`src/rtl/bus_read_fifo.sv`:
```
`default_nettype none
// ============================================================================
// Module   : bus_read_fifo
// Purpose  : Receive-side queue for the shared 16-bit register bus. Captures
//            bus_in whenever ld_en is high and presents queued words to a
//            downstream consumer through a first-word-fall-through
//            valid/ready interface.
// Ports    : clk        - single clock, rising edge
//            reset      - synchronous, active-high
//            bus_in     - shared data bus, sampled only when ld_en=1
//            ld_en      - capture strobe
//            out_data   - head-of-queue word (0 when empty)
//            out_valid  - queue non-empty
//            out_ready  - consumer accepts head this cycle
//            full       - count == DEPTH
//            empty      - count == 0
//            count      - number of entries held
//            overflow   - sticky flag: a capture was dropped
// Revision : 1.0 - initial release
// ============================================================================
module bus_read_fifo #(
    parameter int WIDTH = 16,
    parameter int DEPTH = 4
) (
    input  logic                       clk,
    input  logic                       reset,
    input  logic [WIDTH-1:0]           bus_in,
    input  logic                       ld_en,
    output logic [WIDTH-1:0]           out_data,
    output logic                       out_valid,
    input  logic                       out_ready,
    output logic                       full,
    output logic                       empty,
    output logic [$clog2(DEPTH):0]     count,
    output logic                       overflow
);

    localparam int c_AW = $clog2(DEPTH);
    localparam int c_CW = c_AW + 1;
    localparam logic [c_CW-1:0] c_FULL_COUNT = c_CW'(DEPTH);

    // Storage is deliberately not reset; only pointers/count define contents.
    logic [WIDTH-1:0] r_mem_q [DEPTH];

    logic [c_AW-1:0]  r_wr_ptr_q,   w_wr_ptr_d;
    logic [c_AW-1:0]  r_rd_ptr_q,   w_rd_ptr_d;
    logic [c_CW-1:0]  r_count_q,    w_count_d;
    logic             r_overflow_q, w_overflow_d;

    logic             w_push;
    logic             w_pop;

    // Status flags come straight from the count register so they carry no
    // combinational path from ld_en or out_ready.
    assign empty     = (r_count_q == '0);
    assign full      = (r_count_q == c_FULL_COUNT);
    assign out_valid = ~empty;
    assign count     = r_count_q;
    assign overflow  = r_overflow_q;

    assign w_pop  = out_valid & out_ready;
    // A full queue still accepts a word if the head leaves in the same cycle.
    assign w_push = ld_en & (~full | w_pop);

    assign out_data = out_valid ? r_mem_q[r_rd_ptr_q] : '0;

    always_comb begin
        w_wr_ptr_d   = r_wr_ptr_q;
        w_rd_ptr_d   = r_rd_ptr_q;
        w_count_d    = r_count_q;
        w_overflow_d = r_overflow_q;

        if (w_push) begin
            w_wr_ptr_d = r_wr_ptr_q + c_AW'(1);
        end
        if (w_pop) begin
            w_rd_ptr_d = r_rd_ptr_q + c_AW'(1);
        end

        case ({w_push, w_pop})
            2'b10:   w_count_d = r_count_q + c_CW'(1);
            2'b01:   w_count_d = r_count_q - c_CW'(1);
            default: w_count_d = r_count_q;
        endcase

        // Capture requested but no room: the word is lost and we remember it.
        if (ld_en && !w_push) begin
            w_overflow_d = 1'b1;
        end
    end

    always_ff @(posedge clk) begin
        if (reset) begin
            r_wr_ptr_q   <= '0;
            r_rd_ptr_q   <= '0;
            r_count_q    <= '0;
            r_overflow_q <= 1'b0;
        end else begin
            r_wr_ptr_q   <= w_wr_ptr_d;
            r_rd_ptr_q   <= w_rd_ptr_d;
            r_count_q    <= w_count_d;
            r_overflow_q <= w_overflow_d;
        end
    end

    // Data written only on an accepted push outside reset, so a floating bus
    // or a word presented during reset never reaches storage.
    always_ff @(posedge clk) begin
        if (!reset && w_push) begin
            r_mem_q[r_wr_ptr_q] <= bus_in;
        end
    end

endmodule
`default_nettype wire

```
`config.mk`:
```
export PLATFORM = sky130hd
export DESIGN_NAME = bus_read_fifo
export DESIGN_NICKNAME = d
export VERILOG_FILES = /design/src/rtl/bus_read_fifo.sv
export SDC_FILE = /design/constraint.sdc
export NUM_CORES = 1
export LEC_CHECK = 0
export ABC_CLOCK_PERIOD_IN_PS = 3700
export CAP_MARGIN = 20
export CORE_MARGIN = 4
export CORE_UTILIZATION = 50
export DETAILED_ROUTE_END_ITERATION = 12
export PLACE_DENSITY = 0.74
export SLEW_MARGIN = 40
export SYNTH_ARGS = -nofsm -noshare
export SYNTH_HDL_FRONTEND = slang
export SYNTH_SLANG_ARGS = --single-unit
```
`constraint.sdc`:
```
create_clock -name clk -period 3.7 [get_ports clk]
set_input_delay 1.11 -clock clk [delete_from_list [all_inputs] [get_ports clk]]
set_output_delay 1.11 -clock clk [all_outputs]
set_load 0.005 [all_outputs]
```
==> impl_results.md, run 1 <==
- Status: finished, final reports clean
- Post-synthesis instance total: 171
- Syn. warnings: 0
- Final min period: 3.21 ns
- Tightest Pin Transition: 0.660 ns
- Post-route setup TNS: 0 ns
- Largest cells by area after synthesis: edfxtp_1 (63%), mux4_2 (12%), dfxtp_1 (6.6%)
- I/O pin cnt: between 40 and 50
- Tcrit/Tclk final: 0.868
- Drt wl/cell: between 15 and 20 um
- Worst-path cell chain: buf_4, mux4_2, and2b_1, clkdlybuf4s50_1
- Arr. time, crit path: roughly 2.1 ns
- Most common cell in the synthesized netlist: edfxtp_1
- Min-delay src: overflow
- Clock sinks: 74
- Mux cell area share after synthesis: 0.135
- RSZ-0062 raised after global routing: false
- WHS Path Cells: 2
- Most used DFF post-synth: edfxtp_1
- Worst Path Max Fanout: 16
- Routability cong.: 0.793
- Post-Route Skew: 0.00831 ns
- Number of enable flip-flop cells after synthesis: 64
- Width of the die: 85.8 um
- Vias per inst: ~5.3
- Die area: 0.00737 mm2
- Worst Setup Path Type: reg2out
- Core area: 0.00589 mm2
- Clock Latency Late Sink: about 0.33 ns
- Met3 usage: 0.0480
- Synth top area share: 0.634
- Gr ovfl total: 0
- Worst R2R End: r_mem_q[2][9]
- Area growth from synthesis to layout: 24.7%
- Pre-Repair DR Iteration Count: 4
- Register-to-register setup slack: 1.56 ns
- Resized cells post-CTS: 0
- Total power: 2.38 mW
- Num CTS Buffers: 9
- Share of layout cells above drive strength 1: 0.212
- Mapped Avg Cell Area: approximately 18 um2
- Die height: 85.8 um
- Hold Path Class: reg2reg
- Worst Path Required: 2.59 ns
- Drt drc: 0
- GR peak layer: met2
- Net Count, Synth: around 200
- Routed vias: 1585
- CTS root buf: clkbuf_8
- Hold buffer count at CTS: 0
- Compound-Gate Fraction of Synth Area: 0.0252
- Drt initial violations: 58
- Worst Hold Endpoint: overflow
- Largest net degree at the start of global routing: 19
- Final ANT Viol Nets: 0
- R2R Path Start: count[2]
- Critical path's slowest cell: mux4_2
- Worst setup EP type: output port
- Max incr delay on CP: about 0.53 ns
- Post-synthesis cell type with the largest combined area: edfxtp_1
- Site Rows: 28
- Post-synth cell types: 36
- Largest family of logic cells by synthesized area: multiplexers
- PD cells: around 630 mW/mm2
- Setup bufs post-CTS: 0
- CTS tree: done
- Final core occ: 0.642
- Grt met1 use: 0.180
- Synth Area in Simple Gates: 0.0793
- Worst IR Drop VDD: 0.357 mV
- Maximum clock rate: a little over 300 MHz
- Synth top cells by count: edfxtp_1 (64), mux4_2 (16), nor2_1 (14)
- Max cap viols: 0
- Antenna diodes: 0
- Post-Synth XOR/XNOR Area: 0.00867
- Synth Area in Adders: 0.0231
- Initial antenna violation count: 0
- Gr usage total: 0.155
- H-tree levels: 3
- Final slew viol count: 0
- Hold Vio Cnt, Final: 0
- Worst setup SP type: flip-flop
- DRT Wirelength: 5100 um
- Final setup fails: 0
- Flops & latches, synth: 74
- Detailed Place HPWL: 3390 um
- Sequential element share of the synthesized area: 0.701
- Deepest clock path buffer count: 2
- Leak Pwr: 1.26 nW
- # nets final: 246
- Worst R2R Path Depth: 4
- Cell Area, Synth: 0.00303 mm2
- Async set or reset register ratio after synthesis: 0
- First-pass GRT wire length: about 8500 um
- Max_slew headroom: 0.555
- Clock-pin slew on the worst setup and hold paths: 0.08 ns
- Number of global-route vias before repair: around 1700
- Port Buffer Count: 42
- Initial Util: 0.515
- M2 GR Usage: 0.273
## worst max-delay path: cells and delay by family (launching register included)
kind                   cells  cell delay [ns]
DFF                        1             0.31
muxes                      1             0.53
and+or+nand+nor            1             0.17
buffers and inverters      2             0.76
## metrics by stage
stage                     hold WS [ns]  cell area (um2)  cells  setup slack [ns]
after CTS                        0.515             3780    301             0.440
after global placement           0.463             3560    285             0.610
after global routing             0.548             3780    301             0.353
after detailed placement         0.492             3560    285             0.467
after floorplan                  0.465             3030    171             0.528
final                            0.518             3780    301             0.488
## layout by cell type (no fill, tap or decap), types with 2 or more instances in the layout
cell type | synthesis | final
and2b_1 | 3 | 3
buf_4 | 3 | 7
bufinv_16 | 0 | 2
clkbuf_8 | 0 | 9
clkdlybuf4s50_1 | 0 | 42
clkinvlp_4 | 0 | 2
dfxtp_1 | 10 | 10
edfxtp_1 | 64 | 64
ha_1 | 4 | 4
inv_1 | 7 | 7
mux2_2 | 2 | 2
mux4_2 | 16 | 16
nand2b_1 | 3 | 3
nor2_1 | 14 | 14
nor2b_1 | 13 | 13
nor3b_2 | 0 | 4
xor2_1 | 2 | 2
## cell families after synthesis
logic type | Yosys count
compound gates | 10
xor+xnor | 3
fa+ha+maj | 5
buf+inv | 17
flops | 74
mux | 20
simple gates | 42
## where the power goes
part	total, mW	switching, mW	internal [mW]
Clock	0.659	0.281	0.378
Combinational	0.717	0.284	0.433
Sequential	1.00	0.0420	0.962
## area by class of cell
cell class                      count  area (um2)
Inverter                            7        26.3
Sequential cell                    74        2120
Tap cell                           75        93.8
Clock buffer                        9         124
Clock inverter                      7        92.6
Fill cell                         431        2110
Multi-Input combinational cell     80         846
Timing Repair Buffer               49         473
## how the worst max path moves through the flow
stage                          from             to  slack, ns  cells past startpoint
after global placement    out_ready       count[2]       0.61                      7
after global routing      flip-flop    out_data[4]       0.35                      4
after CTS                 flip-flop    out_data[6]       0.44                      4
after detailed placement  out_ready       count[2]       0.47                      7
final                     flip-flop    out_data[4]       0.49                      4
after floorplan               reset  r_mem_q[3][0]       0.53                      3
## metal layers
metal,routed length (um),share of wire,up-vias
met5,0,0,-
met3,186,0.036,4
met2,2770,0.54,33
li1,-,-,752
met1,2090,0.41,796
met4,52,0.010,0
## sequential cells by signal, indices dropped and copies added, names as in the netlist, named ones only
name	count
r_mem_q	64
count	3
r_wr_ptr_q	2
r_rd_ptr_q	2
overflow	1
No activity file was read; power rests on OpenSTA's default activity.
==> inputs of run 2 (changes only) <==
- RECOVER_POWER: unset -> 50
==> impl_results.md, run 2 (same netlist as run 1, synthesis figures left out) <==
- Gr usage total: 0.155 (unchanged)
- Vias per inst: 5.30 (+0.69%)
- CTS root buf: clkbuf_8
- Routability cong.: 0.793 (unchanged)
- Worst setup EP type: flip-flop
- Seq. cell area: 0.00212 mm2 (unchanged)
- First-pass GRT wire length: 8460 um (unchanged)
- Final min period: 3.23 ns (+0.0173 ns)
- Status: finished, final reports clean
- Largest net degree at the start of global routing: 19 (unchanged)
- Deepest clock path buffer count: 2 (unchanged)
- Post-Route Skew: 0.00919 ns (+0.000878 ns)
- Drt drc: 0 (unchanged)
- Filler cells: 435 (+0.93%)
- Share of layout cells above drive strength 1: 0.204 (-0.00885)
- PD cells: 629 mW/mm2 (-0.19%)
- Setup bufs post-CTS: 0 (unchanged)
- Final setup fails: 0 (unchanged)
- Worst Setup Path Type: in2reg
- Hold Path Class: reg2reg
- Max cap viols: 0 (unchanged)
- Commonest non-fill, non-tap cell in the layout: edfxtp_1
- Worst Path Max Fanout: 16 (unchanged)
- Drt initial violations: 54 (-6.9%)
- Worst-path cell chain: dlygate4sd3_1, o21ai_0, nor3b_2, clkbuf_1
- H-tree levels: 3 (unchanged)
- Tcrit/Tclk final: 0.873 (+0.00469)
- Die height: 85.8 um (unchanged)
- Critical path's slowest cell: clkbuf_1
- Number of global-route vias before repair: 1741 (unchanged)
- Worst setup SP type: input pin
- Initial Util: 0.515 (unchanged)
- Width of the die: 85.8 um (unchanged)
- Max reg flops: 64 (unchanged)
- Gr ovfl total: 0 (unchanged)
- Reg with most FFs: r_mem_q
- Maximum clock rate: 310 MHz (-0.54%)
- CTS tree: done
- Hold Vio Cnt, Final: 0 (unchanged)
- Port Buffer Count: 42 (unchanged)
- Leak Pwr: 1.27 nW (+0.74%)
- CP delay by family, top: buffers and inverters
- Area growth from synthesis to layout: 24.5%
- Core area: 0.00589 mm2 (unchanged)
- Max_slew headroom: 0.323 (-0.233)
- Site Rows: 28 (unchanged)
- I/O pin cnt: 43 (unchanged)
- Worst Path Required: 3.65 ns (+1.06 ns)
- Worst IR Drop VDD: 0.357 mV (about the same)
- Die area: 0.00737 mm2 (unchanged)
- Arr. time, crit path: 3.18 ns (+1.08 ns)
- Clock sinks: 74 (unchanged)
- Multi-input logic area: 842 um2 (-0.44%)
- # nets final: 246 (unchanged)
- Clock Latency Late Sink: 0.33 ns (about the same)
- Post-route setup TNS: 0 ns (unchanged)
- Routed vias: 1596 (+0.69%)
- Non-Filler Instances: 301 (unchanged)
- Final ANT Viol Nets: 0 (unchanged)
- DRT Wirelength: 5090 um (-0.14%)
- Max incr delay on CP: 0.78 ns (+0.25 ns)
- Tightest Pin Transition: 1.02 ns (+0.356 ns)
- Resized cells post-CTS: 0 (unchanged)
- Final slew viol count: 0 (unchanged)
- Clock-pin slew on the worst setup and hold paths: 0.08 ns (about the same)
- Dpl cells: 285 (unchanged)
- Antenna diodes: 0 (unchanged)
- RSZ-0062 raised after global routing: false
- Drt wl/cell: 16.9 um (-0.14%)
- Hold buffer count at CTS: 0 (unchanged)
- Num CTS Buffers: 9 (unchanged)
- Initial antenna violation count: 0 (unchanged)
- Crit path buf inv count: 2 (unchanged)
- Commonest cells after routing, fill and taps aside: edfxtp_1 (64), dlygate4sd3_1 (22), clkdlybuf4s50_1 (20)
- Detailed Place HPWL: 3390 um (unchanged)
- Pre-Repair DR Iteration Count: 4 (unchanged)
## run 2: final cells by class
| cell class | count | share of cell area |
|---|---|---|
| sequential | 74 | 0.563 |
| multi-input combinational | 80 | 0.223 |
| timing repair buffer | 49 | 0.124 |
| clock buffer | 9 | 0.0329 |
| tap | 75 | 0.0249 |
| clock inverter | 7 | 0.0246 |
| inverter | 7 | 0.00697 |
## run 2: per-stage QoR
step                instance area [um2]  hold slack [ns]  utilization  worst slack (ns)  power, mW
floorplan                          3030            0.465            -             0.528       1.42
global placement                   3560            0.463        0.605             0.610       1.73
detailed placement                 3560            0.492        0.605             0.467       1.75
CTS                                3780            0.515        0.642             0.440       2.41
global route                       3770            0.542        0.641             0.351       2.50
finish                             3770            0.502        0.641             0.471       2.37
## run 2: metal layers
metal | part of all wire | GRT usage
met5 | 0 | 0
met3 | 0.041 | 0.0480
met4 | 0.010 | 0.0518
met1 | 0.40 | 0.180
met2 | 0.55 | 0.273
## run 2: power breakdown
group	switching, mW	internal, mW	total (mW)
sequential	0.0415	0.962	1.00
clock	0.281	0.378	0.659
combinational	0.284	0.424	0.708
## run 2: final timing paths
| path | from | depth (start not counted) | to | slack, ns |
|---|---|---|---|---|
| max | out_ready | 4 | r_mem_q[3][9] | 0.47 |
| min | overflow | 2 | overflow | 0.50 |
| max reg2reg | count[2] | 4 | r_mem_q[3][9] | 1.24 |
| min reg2reg | overflow | 2 | overflow | 0.50 |
## run 2: tightest hold or removal path, stage by stage, from the launching register on
cell,delay (ns)
dfxtp_1,0.34
a41oi_1,0.05
nor2_1,0.08
==> inputs of run 3 (changes only) <==
- CORE_MARGIN: 4 -> 2
- CTS_CLUSTER_SIZE: unset -> 25
==> impl_results.md, run 3 (same netlist as run 1, synthesis figures left out) <==
- Num CTS Buffers: 9 (unchanged)
- Detailed Place HPWL: 3410 um (+0.42%)
- Die area: 0.00670 mm2 (-9.1%)
- Tcrit/Tclk final: 0.872 (about the same)
- Clock Latency Late Sink: 0.33 ns (about the same)
- Worst Setup Path Type: in2reg
- Maximum clock rate: 310 MHz (about the same)
- Hold Path Class: reg2reg
- Max cap viols: 0 (unchanged)
- Pre-Repair DR Iteration Count: 4 (unchanged)
- CP delay by family, top: buffers and inverters
- Antenna diodes: 0 (unchanged)
- Post-route setup TNS: 0 ns (unchanged)
- Leak Pwr: 1.27 nW (-0.12%)
- Non-Filler Instances: 301 (unchanged)
- Number of global-route vias before repair: 1663 (-4.5%)
- Initial Util: 0.515 (unchanged)
- Max reg flops: 64 (unchanged)
- PD cells: 626 mW/mm2 (-0.37%)
- Worst Path Required: 3.65 ns (about the same)
- Gr usage total: 0.171 (+0.0163)
- Largest net degree at the start of global routing: 19 (unchanged)
- Area growth from synthesis to layout: 24.2%
- I/O pin cnt: 43 (unchanged)
- Worst setup EP type: flip-flop
- Setup bufs post-CTS: 0 (unchanged)
- Worst Path Max Fanout: 16 (unchanged)
- Initial antenna violation count: 0 (unchanged)
- Width of the die: 81.8 um (-4.7%)
- DRT Wirelength: 5240 um (+2.8%)
- Drt drc: 0 (unchanged)
- Drt wl/cell: 17.4 um (+2.8%)
- Critical path's slowest cell: clkbuf_1
- H-tree levels: 3 (unchanged)
- Final min period: 3.23 ns (-0.00180 ns)
- Commonest cells after routing, fill and taps aside: edfxtp_1 (64), dlygate4sd3_1 (22), clkdlybuf4s50_1 (20)
- Tightest Pin Transition: 1.03 ns (+0.0150 ns)
- Max incr delay on CP: 0.79 ns (about the same)
- Share of layout cells above drive strength 1: 0.195 (-0.00885)
- Gr ovfl total: 0 (unchanged)
- Reg with most FFs: r_mem_q
- # nets final: 246 (unchanged)
- Dpl ws: 0.436 ns (-0.0316 ns)
- Port Buffer Count: 42 (unchanged)
- Final ANT Viol Nets: 0 (unchanged)
- Drt initial violations: 85 (+57%)
- Clock-pin slew on the worst setup and hold paths: 0.07 ns (about the same)
- RSZ-0062 raised after global routing: false
- Status: finished, final reports clean
- Commonest non-fill, non-tap cell in the layout: edfxtp_1
- Filler cells: 417 (-4.1%)
- Total power: 2.36 mW (-0.61%)
- Hold Vio Cnt, Final: 0 (unchanged)
- Routability cong.: 0.817 (+2.9%)
- Worst IR Drop VDD: 0.302 mV (-15%)
- CTS root buf: clkbuf_8
- Vias per inst: 5.40 (+1.8%)
- Max_slew headroom: 0.313 (-0.00998)
- Site Rows: 28 (unchanged)
- Clock sinks: 74 (unchanged)
- Final setup fails: 0 (unchanged)
- Routed vias: 1624 (+1.8%)
- Final slew viol count: 0 (unchanged)
- Post-Route Skew: 0.00472 ns (-0.00447 ns)
- Worst setup SP type: input pin
- First-pass GRT wire length: 8140 um (-3.7%)
- Deepest clock path buffer count: 2 (unchanged)
- CTS tree: done
- Die height: 81.8 um (-4.7%)
- Worst-path cell chain: dlygate4sd3_1, o21ai_0, nor3b_2, clkbuf_1
- Resized cells post-CTS: 0 (unchanged)
- Arr. time, crit path: 3.17 ns (about the same)
- Hold buffer count at CTS: 0 (unchanged)
- Final setup margin: 0.473 ns (+0.00180 ns)
- Crit path buf inv count: 2 (unchanged)
- Core area: 0.00589 mm2 (unchanged)
- Dpl cells: 285 (unchanged)
[run 3: cell types whose count changed in the layout (fill, tap and decap cells not counted)]
cell / delta
inv_6: -1
clkinv_1: +2
clkinvlp_4: -1
[run 3: metrics by stage]
stage | cell area (um2) | hold slack (ns) | utilization
CTS | 3770 | 0.500 | 0.640
floorplan | 3030 | 0.465 | -
finish | 3760 | 0.485 | 0.639
global placement | 3560 | 0.465 | 0.605
global route | 3760 | 0.543 | 0.639
detailed placement | 3560 | 0.479 | 0.605
[run 3: report_power, final]
| group | internal, mW | switching, mW | total (mW) |
|---|---|---|---|
| Combinational | 0.424 | 0.277 | 0.701 |
| Sequential | 0.962 | 0.0473 | 1.01 |
| Clock | 0.372 | 0.273 | 0.645 |
| Total | 1.76 | 0.598 | 2.36 |
[run 3: area by class of cell]
| type | count | area (um2) | area share |
|---|---|---|---|
| clock buffers | 9 | 124 | 0.0329 |
| flip-flops and latches | 74 | 2120 | 0.564 |
| clock inverters | 7 | 83.8 | 0.0223 |
| repair buffers | 49 | 469 | 0.125 |
| well taps | 75 | 93.8 | 0.0250 |
| inverters | 7 | 26.3 | 0.00699 |
| multi-input cells | 80 | 842 | 0.224 |
[run 3: final timing paths]
path / from / end / slack (ns) / cells after the start
min reg2reg: overflow / overflow / 0.48 / 2
max: out_ready / r_mem_q[3][6] / 0.47 / 4
max reg2reg: count[2] / r_mem_q[3][6] / 1.22 / 4
min: overflow / overflow / 0.48 / 2
[run 3: routing by layer]
layer	wire length, um	vias up	GRT usage
met5	0	-	0
met4	59	0	0.0800
met3	248	6	0.0440
met2	2820	45	0.296
met1	2110	826	0.200
li1	-	747	-
[run 3: worst min-delay path: stages, from the launching register on]
cell and delay [ns]:
dfxtp_1 0.34, a41oi_1 0.05, nor2_1 0.07
